### config.mk
export PLATFORM = sky130hd
export DESIGN_NAME = holo_column_sched_flat
export DESIGN_NICKNAME = d
export VERILOG_FILES = /design/src/rtl/holo_column_sched_if.sv /design/src/rtl/holo_column_sched.sv /design/src/flat_wrapper.sv
export SDC_FILE = /design/constraint.sdc
export NUM_CORES = 1
export LEC_CHECK = 0
export CAP_MARGIN = 5
export CORE_UTILIZATION = 35
export CTS_CLUSTER_SIZE = 8
export DETAILED_ROUTE_END_ITERATION = 16
export PLACE_DENSITY_LB_ADDON = 0.05
export REMOVE_ABC_BUFFERS = 1
export SYNTH_ARGS = -nofsm -noshare
export SYNTH_HDL_FRONTEND = slang
export SYNTH_SLANG_ARGS = --single-unit
export TNS_END_PERCENT = 1
### constraint.sdc
create_clock -name clk -period 4.75 [get_ports clk]
set_input_delay 0.95 -clock clk [delete_from_list [all_inputs] [get_ports clk]]
set_output_delay 0.95 -clock clk [all_outputs]
set_load 0.05 [all_outputs]
### src/rtl/holo_column_sched_if.sv
// Strip-side and texture-ROM-side signals of the holographic column scheduler.
// master = scheduler, slave = strip controller plus texture ROM.
`timescale 1ns/1ps
interface holo_column_sched_if #(
  parameter int LED_COUNT = 52,
  parameter int TEX_WIDTH = 256,
  parameter int NUM_TEX   = 4
);
  localparam int ADDR_W = $clog2(NUM_TEX * LED_COUNT * TEX_WIDTH);

  logic [5:0]        px_idx;
  logic              strip_busy;
  logic              strip_start;
  logic [ADDR_W-1:0] rom_addr;
  logic [23:0]       rom_data;
  logic [23:0]       pixel_out;

  modport master (
    input  px_idx, strip_busy, rom_data,
    output strip_start, rom_addr, pixel_out
  );

  modport slave (
    output px_idx, strip_busy, rom_data,
    input  strip_start, rom_addr, pixel_out
  );
endinterface

### src/rtl/holo_column_sched.sv
// Column refresh sequencer for the spinning WS2812 display: launches one strip frame per column change.
// Optional HOLO_STALL_BLANK_EN: blank the strip and idle when no revolution arrives within STALL_CYCLES.
`timescale 1ns/1ps
module holo_column_sched #(
  parameter int LED_COUNT    = 52,
  parameter int TEX_WIDTH    = 256,
  parameter int THETA_BITS   = 6,
  parameter int NUM_TEX      = 4,
  parameter int TEX_IDX_BITS = 4,
  parameter int STALL_CYCLES = 50_000_000
) (
  input  logic                    clk,
  input  logic                    reset_n,
  input  logic [THETA_BITS-1:0]   theta,
  input  logic                    rev_pulse,
  input  logic [TEX_IDX_BITS-1:0] tex_req_idx,
  input  logic                    tex_req_valid,
  holo_column_sched_if.master     strip,
  output logic [TEX_IDX_BITS-1:0] active_tex,
  output logic                    tex_err,
  output logic [15:0]             skip_count,
  output logic [15:0]             rev_count,
  output logic [1:0]              state_dbg
);

  localparam int COL_W  = $clog2(TEX_WIDTH);
  localparam int SHIFT  = COL_W - THETA_BITS;
  localparam int ADDR_W = $clog2(NUM_TEX * LED_COUNT * TEX_WIDTH);

  typedef enum logic [1:0] {
    IDLE   = 2'd0,
    WAIT   = 2'd1,
    LAUNCH = 2'd2,
    STREAM = 2'd3
  } state_t;

  state_t state, state_next;

  logic [COL_W-1:0]        col_q;
  logic [THETA_BITS-1:0]   theta_prev;
  logic                    col_pend;
  logic                    rev_armed;
  logic                    pend_valid;
  logic [TEX_IDX_BITS-1:0] pend_idx;
  logic                    busy_seen;
  logic [2:0]              stream_cnt;
  logic [ADDR_W-1:0]       rom_addr_q;
  logic [23:0]             pixel_q;
  logic [5:0]              px_clamp;
  logic                    launch;
  logic                    req_ok;
  logic                    theta_moved;
  logic                    theta_step;
  logic                    stream_timeout;
  logic                    stall_hit;
  logic                    blank;

  // Handshake: strip_start is a one-cycle launch pulse (high only in LAUNCH). The strip answers
  // with strip_busy high for the whole frame and drops it when done; a frame whose strip_busy
  // never rises within 4 STREAM cycles is taken as already complete.
  assign launch         = (state == LAUNCH);
  assign req_ok         = tex_req_valid && (32'(tex_req_idx) < 32'(NUM_TEX));
  assign theta_moved    = (theta != col_q[COL_W-1 -: THETA_BITS]);
  assign theta_step     = (state == STREAM) && (theta != theta_prev);
  assign stream_timeout = !busy_seen && !strip.strip_busy && (stream_cnt == 3'd3);
  assign px_clamp       = (32'(strip.px_idx) >= 32'(LED_COUNT)) ? 6'(LED_COUNT - 1) : strip.px_idx;

  assign strip.strip_start = launch;
  assign strip.rom_addr    = rom_addr_q;
  assign strip.pixel_out   = pixel_q;
  assign state_dbg         = state;

  always_ff @(posedge clk or negedge reset_n) begin
    if (!reset_n) state <= IDLE;
    else          state <= state_next;
  end

  always_comb begin
    state_next = state;
    unique case (state)
      IDLE:    if (rev_pulse) state_next = LAUNCH;
      WAIT:    if (rev_pulse || rev_armed || col_pend || theta_moved) state_next = LAUNCH;
      LAUNCH:  state_next = STREAM;
      STREAM:  if ((busy_seen && !strip.strip_busy) || stream_timeout) state_next = WAIT;
      default: state_next = IDLE;
    endcase
    if (stall_hit && !rev_pulse) state_next = IDLE;
  end

  // Column latch, pending-column tracking and the dropped-column counter.
  always_ff @(posedge clk or negedge reset_n) begin
    if (!reset_n) begin
      col_q      <= '0;
      theta_prev <= '0;
      col_pend   <= 1'b0;
      skip_count <= '0;
    end else begin
      theta_prev <= theta;
      if (launch) begin
        col_q    <= COL_W'(theta) << SHIFT;
        col_pend <= 1'b0;
      end else if (theta_step) begin
        if (!col_pend) col_pend <= 1'b1;
        else if (skip_count != 16'hFFFF) skip_count <= skip_count + 16'd1;
      end
    end
  end

  always_ff @(posedge clk or negedge reset_n) begin
    if (!reset_n) begin
      busy_seen  <= 1'b0;
      stream_cnt <= '0;
    end else if (launch) begin
      busy_seen  <= 1'b0;
      stream_cnt <= '0;
    end else if (state == STREAM) begin
      if (strip.strip_busy) busy_seen <= 1'b1;
      if (stream_cnt != 3'd7) stream_cnt <= stream_cnt + 3'd1;
    end
  end

  // A requested bank waits in pend_idx until the first launch of a new revolution.
  always_ff @(posedge clk or negedge reset_n) begin
    if (!reset_n) begin
      pend_valid <= 1'b0;
      pend_idx   <= '0;
      active_tex <= '0;
      tex_err    <= 1'b0;
      rev_armed  <= 1'b0;
      rev_count  <= '0;
    end else begin
      if (launch && rev_armed && pend_valid) begin
        active_tex <= pend_idx;
        pend_valid <= 1'b0;
      end
      if (req_ok) begin
        pend_idx   <= tex_req_idx;
        pend_valid <= 1'b1;
      end else if (tex_req_valid) begin
        tex_err <= 1'b1;
      end
      if (rev_pulse)   rev_armed <= 1'b1;
      else if (launch) rev_armed <= 1'b0;
      if (rev_pulse) rev_count <= rev_count + 16'd1;
    end
  end

  // Banks sit back-to-back, each one LED_COUNT rows of TEX_WIDTH columns.
  always_ff @(posedge clk or negedge reset_n) begin
    if (!reset_n) begin
      rom_addr_q <= '0;
      pixel_q    <= '0;
    end else begin
      rom_addr_q <= ADDR_W'((32'(active_tex) * 32'(LED_COUNT) + 32'(px_clamp)) * 32'(TEX_WIDTH)
                            + 32'(col_q));
      pixel_q    <= blank ? 24'd0 : strip.rom_data;
    end
  end

`ifdef HOLO_STALL_BLANK_EN
  localparam int STALL_W = $clog2(STALL_CYCLES + 1);

  logic [STALL_W-1:0] stall_cnt;
  logic               blank_q;

  assign stall_hit = (stall_cnt == STALL_W'(STALL_CYCLES));
  assign blank     = blank_q;

  always_ff @(posedge clk or negedge reset_n) begin
    if (!reset_n) begin
      stall_cnt <= '0;
      blank_q   <= 1'b0;
    end else if (rev_pulse) begin
      stall_cnt <= '0;
      blank_q   <= 1'b0;
    end else if (stall_hit) begin
      blank_q   <= 1'b1;
    end else begin
      stall_cnt <= stall_cnt + 1'b1;
    end
  end
`else
  logic stall_unused;

  assign stall_hit    = 1'b0;
  assign blank        = 1'b0;
  assign stall_unused = (STALL_CYCLES > 0);
`endif

endmodule

### src/flat_wrapper.sv
// flat-port wrapper written by rule: the top's interface ports become plain ports
module holo_column_sched_flat 
#(
  parameter int LED_COUNT    = 52,
  parameter int TEX_WIDTH    = 256,
  parameter int THETA_BITS   = 6,
  parameter int NUM_TEX      = 4,
  parameter int TEX_IDX_BITS = 4,
  parameter int STALL_CYCLES = 50_000_000
)
  (clk, reset_n, theta, rev_pulse, tex_req_idx, tex_req_valid, active_tex, tex_err, skip_count, rev_count, state_dbg, strip_px_idx, strip_strip_busy, strip_rom_data, strip_strip_start, strip_rom_addr, strip_pixel_out);
  holo_column_sched_if #(.LED_COUNT(LED_COUNT), .TEX_WIDTH(TEX_WIDTH), .NUM_TEX(NUM_TEX)) strip_i ();
  input  logic clk;
  input  logic reset_n;
  input  logic [THETA_BITS-1:0] theta;
  input  logic rev_pulse;
  input  logic [TEX_IDX_BITS-1:0] tex_req_idx;
  input  logic tex_req_valid;
  output logic [TEX_IDX_BITS-1:0] active_tex;
  output logic tex_err;
  output logic [15:0] skip_count;
  output logic [15:0] rev_count;
  output logic [1:0] state_dbg;
  input wire logic [$bits(strip_i.px_idx)-1:0] strip_px_idx;
  input wire logic [$bits(strip_i.strip_busy)-1:0] strip_strip_busy;
  input wire logic [$bits(strip_i.rom_data)-1:0] strip_rom_data;
  output wire logic [$bits(strip_i.strip_start)-1:0] strip_strip_start;
  output wire logic [$bits(strip_i.rom_addr)-1:0] strip_rom_addr;
  output wire logic [$bits(strip_i.pixel_out)-1:0] strip_pixel_out;
  assign strip_i.px_idx = strip_px_idx;
  assign strip_i.strip_busy = strip_strip_busy;
  assign strip_i.rom_data = strip_rom_data;
  assign strip_strip_start = strip_i.strip_start;
  assign strip_rom_addr = strip_i.rom_addr;
  assign strip_pixel_out = strip_i.pixel_out;
  holo_column_sched #(.LED_COUNT(LED_COUNT), .TEX_WIDTH(TEX_WIDTH), .THETA_BITS(THETA_BITS), .NUM_TEX(NUM_TEX), .TEX_IDX_BITS(TEX_IDX_BITS), .STALL_CYCLES(STALL_CYCLES)) u_core (.clk(clk), .reset_n(reset_n), .theta(theta), .rev_pulse(rev_pulse), .tex_req_idx(tex_req_idx), .tex_req_valid(tex_req_valid), .strip(strip_i), .active_tex(active_tex), .tex_err(tex_err), .skip_count(skip_count), .rev_count(rev_count), .state_dbg(state_dbg));
endmodule
==> out/metrics.csv, run 1 <==
stage;metric;value;unit
outcome;status;complete, but fails checks;
outcome;violations;design-rule violations;
worst_hold_path;min_path_type;flip-flop to flip-flop;
timing;final.setup.worst_slack;1.389;ns
final_layout;n_antenna_cell;0;
final_layout;fin_cells;606;
timing;post-route-period-util;70.75;%
logic_synthesis;synth_edf_count;0;
global_routing;grt_util_met3;5.232;%
logic_synthesis;synth_top_area_share;61.29;%
logic_synthesis;netlist_top_cells_count;dfrtp_1 (100), nand2_1 (40), xor2_1 (26);
logic_synthesis;synth.most_common_cell;dfrtp_1;
timing;hold_viol;0;
placed_design;gp_congestion;0.7402;
clocking;clk_latency;0.34;ns
floorplanning;start_util;35.91;%
clocking;cts_hold_buffers;0;
pwr;leakage;2.525;nW
clocking;cts.sinks;100;
clocking;cts.clk_slew.worst_paths;0.07;ns
timing;skew;0.004744;ns
logic_synthesis;syn_inst;332;
placed_design;dp_hpwl;6018;µm
logic_synthesis;synthArstFlopShare;100.0;%
clocking;clock-root-buffer;clkbuf_16;
placed_design;pre_cts_slack;1.617;ns
clocking;postCtsSetupBuffers;0;
final_layout;num-fill-cells;1032;
floorplanning;chipHeight;110.0;µm
setup_path;required;3.80;ns
logic_synthesis;ys_ff_latch;100;
setup_path;r2r_start;u_core.active_tex[0]$_DFFE_PN0P_;
logic_synthesis;synth_cell_types;37;
global_routing;antenna_found_initial;0;
timing;setup_violations;0;
logic_synthesis;yosysWarnings;0;
route;routedWlPerCell;13.66;µm
route;dr.pass1.iters;10;
setup_path;criticalPathCategory;flip-flop to output port;
clocking;cts_resized;0;
flow_run;drv_cap;0;
worst_hold_path;hold_start;u_core.col_q[6]$_DFFE_PN0P_;
timing;rsz0062_at_grt;no;
logic_synthesis;yosys.area.top_type;dfrtp_1;
route;drt_wl_total;8280;µm
pwr;finalPower;0.003575;W
floorplanning;ios;125;
floorplanning;rows;39;
logic_synthesis;synth.area.top_cells;dfrtp_1 (61%), xor2_1 (5.6%), xnor2_1 (5.1%);
timing;fin_crit;3.361;ns
timing;slew_violations;0;
clocking;cts_buffer_depth;2;
route;dr.first_iter.drc_count;102;
final_layout;utilization;51.06;%
worst_hold_path;holdPathEnd;u_core.strip.rom_addr[6]$_DFF_PN0_;
global_routing;globalRouteMet1Util;18.49;%
global_routing;overflow;0;
setup_path;r2r_cells;8;
setup_path;start_kind;flip-flop;
placed_design;placed_cells;590;
route;vias;2811;
logic_synthesis;ys_seq_area_share;61.29;%
pwr;cellPowerDensity;615.8;nW/µm²
floorplanning;core;11370;µm²
logic_synthesis;synth_area_per_cell;12.30;µm²
global_routing;met2_usage;23.39;%
clocking;tritoncts;yes;
timing;worstMarginPinSlew;0.8628;ns
timing;max_freq;297.6;MHz
setup_path;endpoint_kind;output port;
final_layout;nNetsFinal;520;
setup_path;regToRegSetupSlack;2.44;ns
clocking;htreeDepth;3;
route;vias_per_cell;4.639;
timing;tns;0;ns
setup_path;crit_fanout;13;
global_routing;grt_pass1_wl;13250;µm
logic_synthesis;dominantRegCellSynth;dfrtp_1;
pwr;peakVddDrop;0.3111;mV
clocking;cts_buffers;9;
floorplanning;dieArea;12100;µm²
final_layout;drive_above_1_share;7.127;%
global_routing;grt_pass1_vias;2620;
final_layout;area_growth_syn_to_layout;42.20;%
setup_path;r2r-end;u_core.strip.rom_addr[15]$_DFF_PN0_;
global_routing;gr-usage-all-layers;14.66;%
worst_hold_path;whs_path_depth;0;
logic_synthesis;netlist_area;4083;µm²
route;postRouteAntennaNets;0;
timing;slew_headroom;42.48;%
global_routing;grt_start_max_net_pins;69;
global_routing;busiest_layer;met2;
placed_design;port_buffers;122;
floorplanning;dieWidth;110.0;µm
route;drc;2;
setup_path;cp.arrival;2.41;ns
==> worst max-delay path: stages, from the launching register on <==
cell             delay [ns]
dfrtp_1                0.57
nand2b_1               0.27
inv_1                  0.35
clkdlybuf4s50_1        0.87
==> worst max-delay path by stage <==
stage | from | to | slack [ns] | cells after the start
3_3_place_gp | theta[3] | u_core.skip_count[1]$_DFFE_PN0P_ | 1.64 | 6
3_5_place_dp | theta[3] | u_core.skip_count[1]$_DFFE_PN0P_ | 1.62 | 6
2_1_floorplan | u_core.skip_count[3]$_DFFE_PN0P_ | u_core.skip_count[1]$_DFFE_PN0P_ | 1.73 | 5
5_1_grt | u_core.state_dbg[1]$_DFFE_PN0P_ | strip_strip_start | 1.20 | 3
4_1_cts | u_core.state_dbg[1]$_DFFE_PN0P_ | strip_strip_start | 1.34 | 3
6_report | u_core.state_dbg[1]$_DFFE_PN0P_ | strip_strip_start | 1.39 | 3
==> logic make-up (layout without fill, tap and decap cells) <==
| group | count (synthesis) | after routing | share of synthesized area (%) |
|---|---|---|---|
| and+or+nand+nor | 109 | 109 | 14.31 |
| DFF | 100 | 100 | 61.29 |
| xor gates and xnor gates | 50 | 50 | 10.73 |
| buffers and inverters | 25 | 155 | 2.543 |
| AOI/OAI and AO/OA | 22 | 22 | 3.249 |
| adders and majority gates | 17 | 17 | 5.578 |
| muxes | 8 | 8 | 2.207 |
| other | 1 | 2 | 0.09185 |
==> sequential cells by signal (all words and copies together), names as in the netlist, 2 cells and up <==
register,cells
u_core.strip.pixel_out,24
u_core.rev_count,16
u_core.skip_count,16
u_core.strip.rom_addr,14
u_core.col_q,6
u_core.theta_prev,6
u_core.active_tex,4
u_core.pend_idx,4
u_core.stream_cnt,3
u_core.state_dbg,2
==> where the power goes <==
group / switching [W] / total, W / internal, W
Combinational: 0.000931 / 0.00147 / 0.000539
Sequential: 0.000205 / 0.00127 / 0.00106
Clock: 0.000318 / 0.000837 / 0.000519
Total: 0.00145 / 0.00357 / 0.00212
==> layer usage <==
layer / vias up / routed length [µm]
li1: 1361 / -
met5: - / 0
met3: 10 / 462
met2: 71 / 3954
met1: 1369 / 3747
met4: 0 / 116
==> stage by stage <==
| stage | cell area, µm² | hold WS, ns |
|---|---|---|
| after floorplan | 4039 | 0.3915 |
| after global placement | 5458 | 0.4108 |
| after detailed placement | 5458 | 0.4168 |
| after CTS | 5806 | 0.4330 |
| after global routing | 5806 | 0.4549 |
| final | 5806 | 0.4324 |
==> cell type report <==
cell class | count | area, µm² | share of cell area, %
sequential | 100 | 2502 | 43.10
inverter | 15 | 56.30 | 0.9698
clock inverter | 7 | 122.6 | 2.112
tap | 143 | 178.9 | 3.082
timing repair buffer | 124 | 1234 | 21.25
clock buffer | 9 | 225.2 | 3.879
multi-input combinational | 208 | 1486 | 25.60
==> cells in the final DEF, fill, tap and decap left out, types with 8 or more instances in the layout <==
master and n:
nand2_1 40, xor2_1 26, nand4_1 8, ha_1 15
nand3_1 12, clkbuf_16 9, o21ai_0 9, inv_1 15
mux2_2 8, dfrtp_1 100, nor2_1 10, clkdlybuf4s50_1 121
xnor2_1 24
(Power assumes the default switching activity.)
==> run 2, diff against run 1 <==
==> constraint.sdc (replaced) <==
create_clock -name clk -period 3.4 [get_ports clk]
set_input_delay 0.68 -clock clk [delete_from_list [all_inputs] [get_ports clk]]
set_output_delay 0.68 -clock clk [all_outputs]
set_load 0.05 [all_outputs]
==> run 2 against run 1 <==
Effect of this change: critical path type unchanged; wire length is 0.79% higher; the flow still finishes with violations (design-rule violations); count of clock-buffer cells in the layout is 2 higher; die area stayed put.
==> out/metrics.csv, run 2 (same netlist as run 1, synthesis figures left out) <==
stage;metric;value;unit;change
outcome;status;complete, but fails checks;;unchanged
outcome;violations;design-rule violations;;unchanged
timing;setup_violations;0;;unchanged
clocking;tritoncts;yes;;unchanged
clocking;htreeDepth;3;;unchanged
setup_path;endpoint_kind;output port;;unchanged
placed_design;gp_congestion;0.7506;;was 0.7402
global_routing;gr-usage-all-layers;14.76;%;was 14.66%
timing;post-route-period-util;82.53;%;
floorplanning;dieArea;12100;µm²;unchanged
final_layout;area_growth_syn_to_layout;42.51;%;was 42.20%
route;dr.pass1.iters;10;;unchanged
clocking;cts_buffer_depth;2;;unchanged
clocking;clk_latency;0.34;ns;about the same
setup_path;criticalPathCategory;flip-flop to output port;;unchanged
setup_path;r2r_cells;8;;unchanged
clocking;cts_buffers;9;;unchanged
setup_path;cp.arrival;2.13;ns;was 2.41 ns
floorplanning;start_util;35.91;%;unchanged
placed_design;port_buffers;122;;unchanged
setup_path;crit_fanout;9;;was 13
floorplanning;chipHeight;110.0;µm;unchanged
flow_run;drv_cap;0;;unchanged
route;postRouteAntennaNets;0;;unchanged
route;drt_wl_total;8345;µm;was 8280 µm
setup_path;crit_buf_inv;2;;unchanged
route;vias_per_cell;4.663;;was 4.639
placed_design;placed_cells;593;;was 590
timing;max_freq;356.4;MHz;
final_layout;final_common_cell;clkdlybuf4s50_1;;unchanged
route;drc;2;;unchanged
timing;rsz0062_at_grt;no;;unchanged
setup_path;cpPeakStageDelay;0.81;ns;was 0.87 ns
timing;tns;0;ns;unchanged
clocking;postCtsSetupBuffers;0;;unchanged
timing;skew;0.01100;ns;was 0.004744 ns
setup_path;required;2.72;ns;was 3.80 ns
timing;slew_violations;0;;unchanged
pwr;peakVddDrop;0.5747;mV;was 0.3111 mV
final_layout;n_antenna_cell;0;;unchanged
placed_design;dp_hpwl;6090;µm;was 6018 µm
timing;slew_headroom;54.22;%;was 42.48%
clocking;cts_resized;0;;unchanged
global_routing;overflow;0;;unchanged
global_routing;grt_pass1_wl;13390;µm;was 13250 µm
final_layout;drive_above_1_share;7.511;%;was 7.127%
floorplanning;core;11370;µm²;unchanged
global_routing;antenna_found_initial;0;;unchanged
clocking;cts_hold_buffers;0;;unchanged
worst_hold_path;min_path_type;input port to asynchronous set/reset pin;;was flip-flop to flip-flop
floorplanning;ios;125;;unchanged
setup_path;slowest_stage;clkdlybuf4s50_1;;unchanged
route;dr.first_iter.drc_count;121;;was 102
setup_path;crit_path_cell_trace;nand2b_1 -> inv_1 -> clkdlybuf4s50_1;;unchanged
timing;worstMarginPinSlew;0.6853;ns;was 0.8628 ns
timing;fin_crit;2.806;ns;
setup_path;cpLargestDelayFamily;buffers and inverters;;unchanged
floorplanning;dieWidth;110.0;µm;unchanged
route;vias;2840;;was 2811
final_layout;nNetsFinal;523;;was 520
setup_path;start_kind;flip-flop;;unchanged
pwr;cellPowerDensity;852.3;nW/µm²;was 615.8 nW/µm²
timing;hold_viol;0;;unchanged
final_layout;fin_cells;609;;was 606
clocking;cts.clk_slew.worst_paths;0.07;ns;about the same
route;routedWlPerCell;13.70;µm;was 13.66 µm
global_routing;grt_pass1_vias;2666;;was 2620
final_layout;final_cell_mix;clkdlybuf4s50_1 (121), dfrtp_1 (100), nand2_1 (40);;unchanged
global_routing;grt_start_max_net_pins;58;;was 69
clocking;cts.sinks;100;;unchanged
pwr;leakage;2.536;nW;was 2.525 nW
pwr;finalPower;0.004959;W;was 0.003575 W
setup_path;cp.depth;3;;unchanged
final_layout;largest_register_ffs;24;;unchanged
clocking;clock-root-buffer;clkbuf_16;;unchanged
floorplanning;rows;39;;unchanged
run 2: report_power, final:
part	switching, W	internal (W)
registers	0.000269	0.00149
clock network	0.000435	0.000668
logic	0.00132	0.000780
run 2: cell type report:
type | count | area (µm²)
Clock buffer | 11 | 242.7
Tap cell | 143 | 178.9
Timing Repair Buffer | 127 | 1269
Clock inverter | 5 | 82.58
Multi-Input combinational cell | 208 | 1486
Sequential cell | 100 | 2502
Fill cell | 1049 | 5552
Inverter | 15 | 56.30
run 2: layer usage:
metal | track usage (%) | vias to the layer above | share of wire [%]
met2 | 23.88 | 64 | 49
met5 | 0 | - | 0
met3 | 4.527 | 10 | 5.0
met1 | 18.94 | 1397 | 44
met4 | 4.571 | 0 | 1.3
li1 | - | 1369 | -
run 2: metrics by stage:
| stage | instance area, µm² | setup slack [ns] | util, % | hold WS [ns] |
|---|---|---|---|---|
| 4_1_cts | 5818 | 0.5401 | 51.17 | 0.3447 |
| 3_5_place_dp | 5493 | 0.6663 | 48.31 | 0.4107 |
| 2_1_floorplan | 4039 | 0.3785 | - | 0.3844 |
| 3_3_place_gp | 5493 | 0.6871 | 48.31 | 0.4056 |
| 6_report | 5818 | 0.5941 | 51.17 | 0.3254 |
| 5_1_grt | 5818 | 0.4704 | 51.17 | 0.3733 |
run 2: worst paths after layout:
path | from | endpoint | slack (ns)
worst min-delay path | reset_n | u_core.strip.pixel_out[11]$_DFF_PN0_ | 0.33
min in group clk | u_core.col_q[7]$_DFFE_PN0P_ | u_core.strip.rom_addr[7]$_DFF_PN0_ | 0.42
max in group asynchronous | reset_n | u_core.strip.rom_addr[11]$_DFF_PN0_ | 2.33
worst max-delay path | u_core.state_dbg[0]$_DFFE_PN0P_ | strip_strip_start | 0.59
worst min register to register | u_core.col_q[7]$_DFFE_PN0P_ | u_core.strip.rom_addr[7]$_DFF_PN0_ | 0.42
worst max register to register | u_core.active_tex[1]$_DFFE_PN0P_ | u_core.strip.rom_addr[15]$_DFF_PN0_ | 1.07
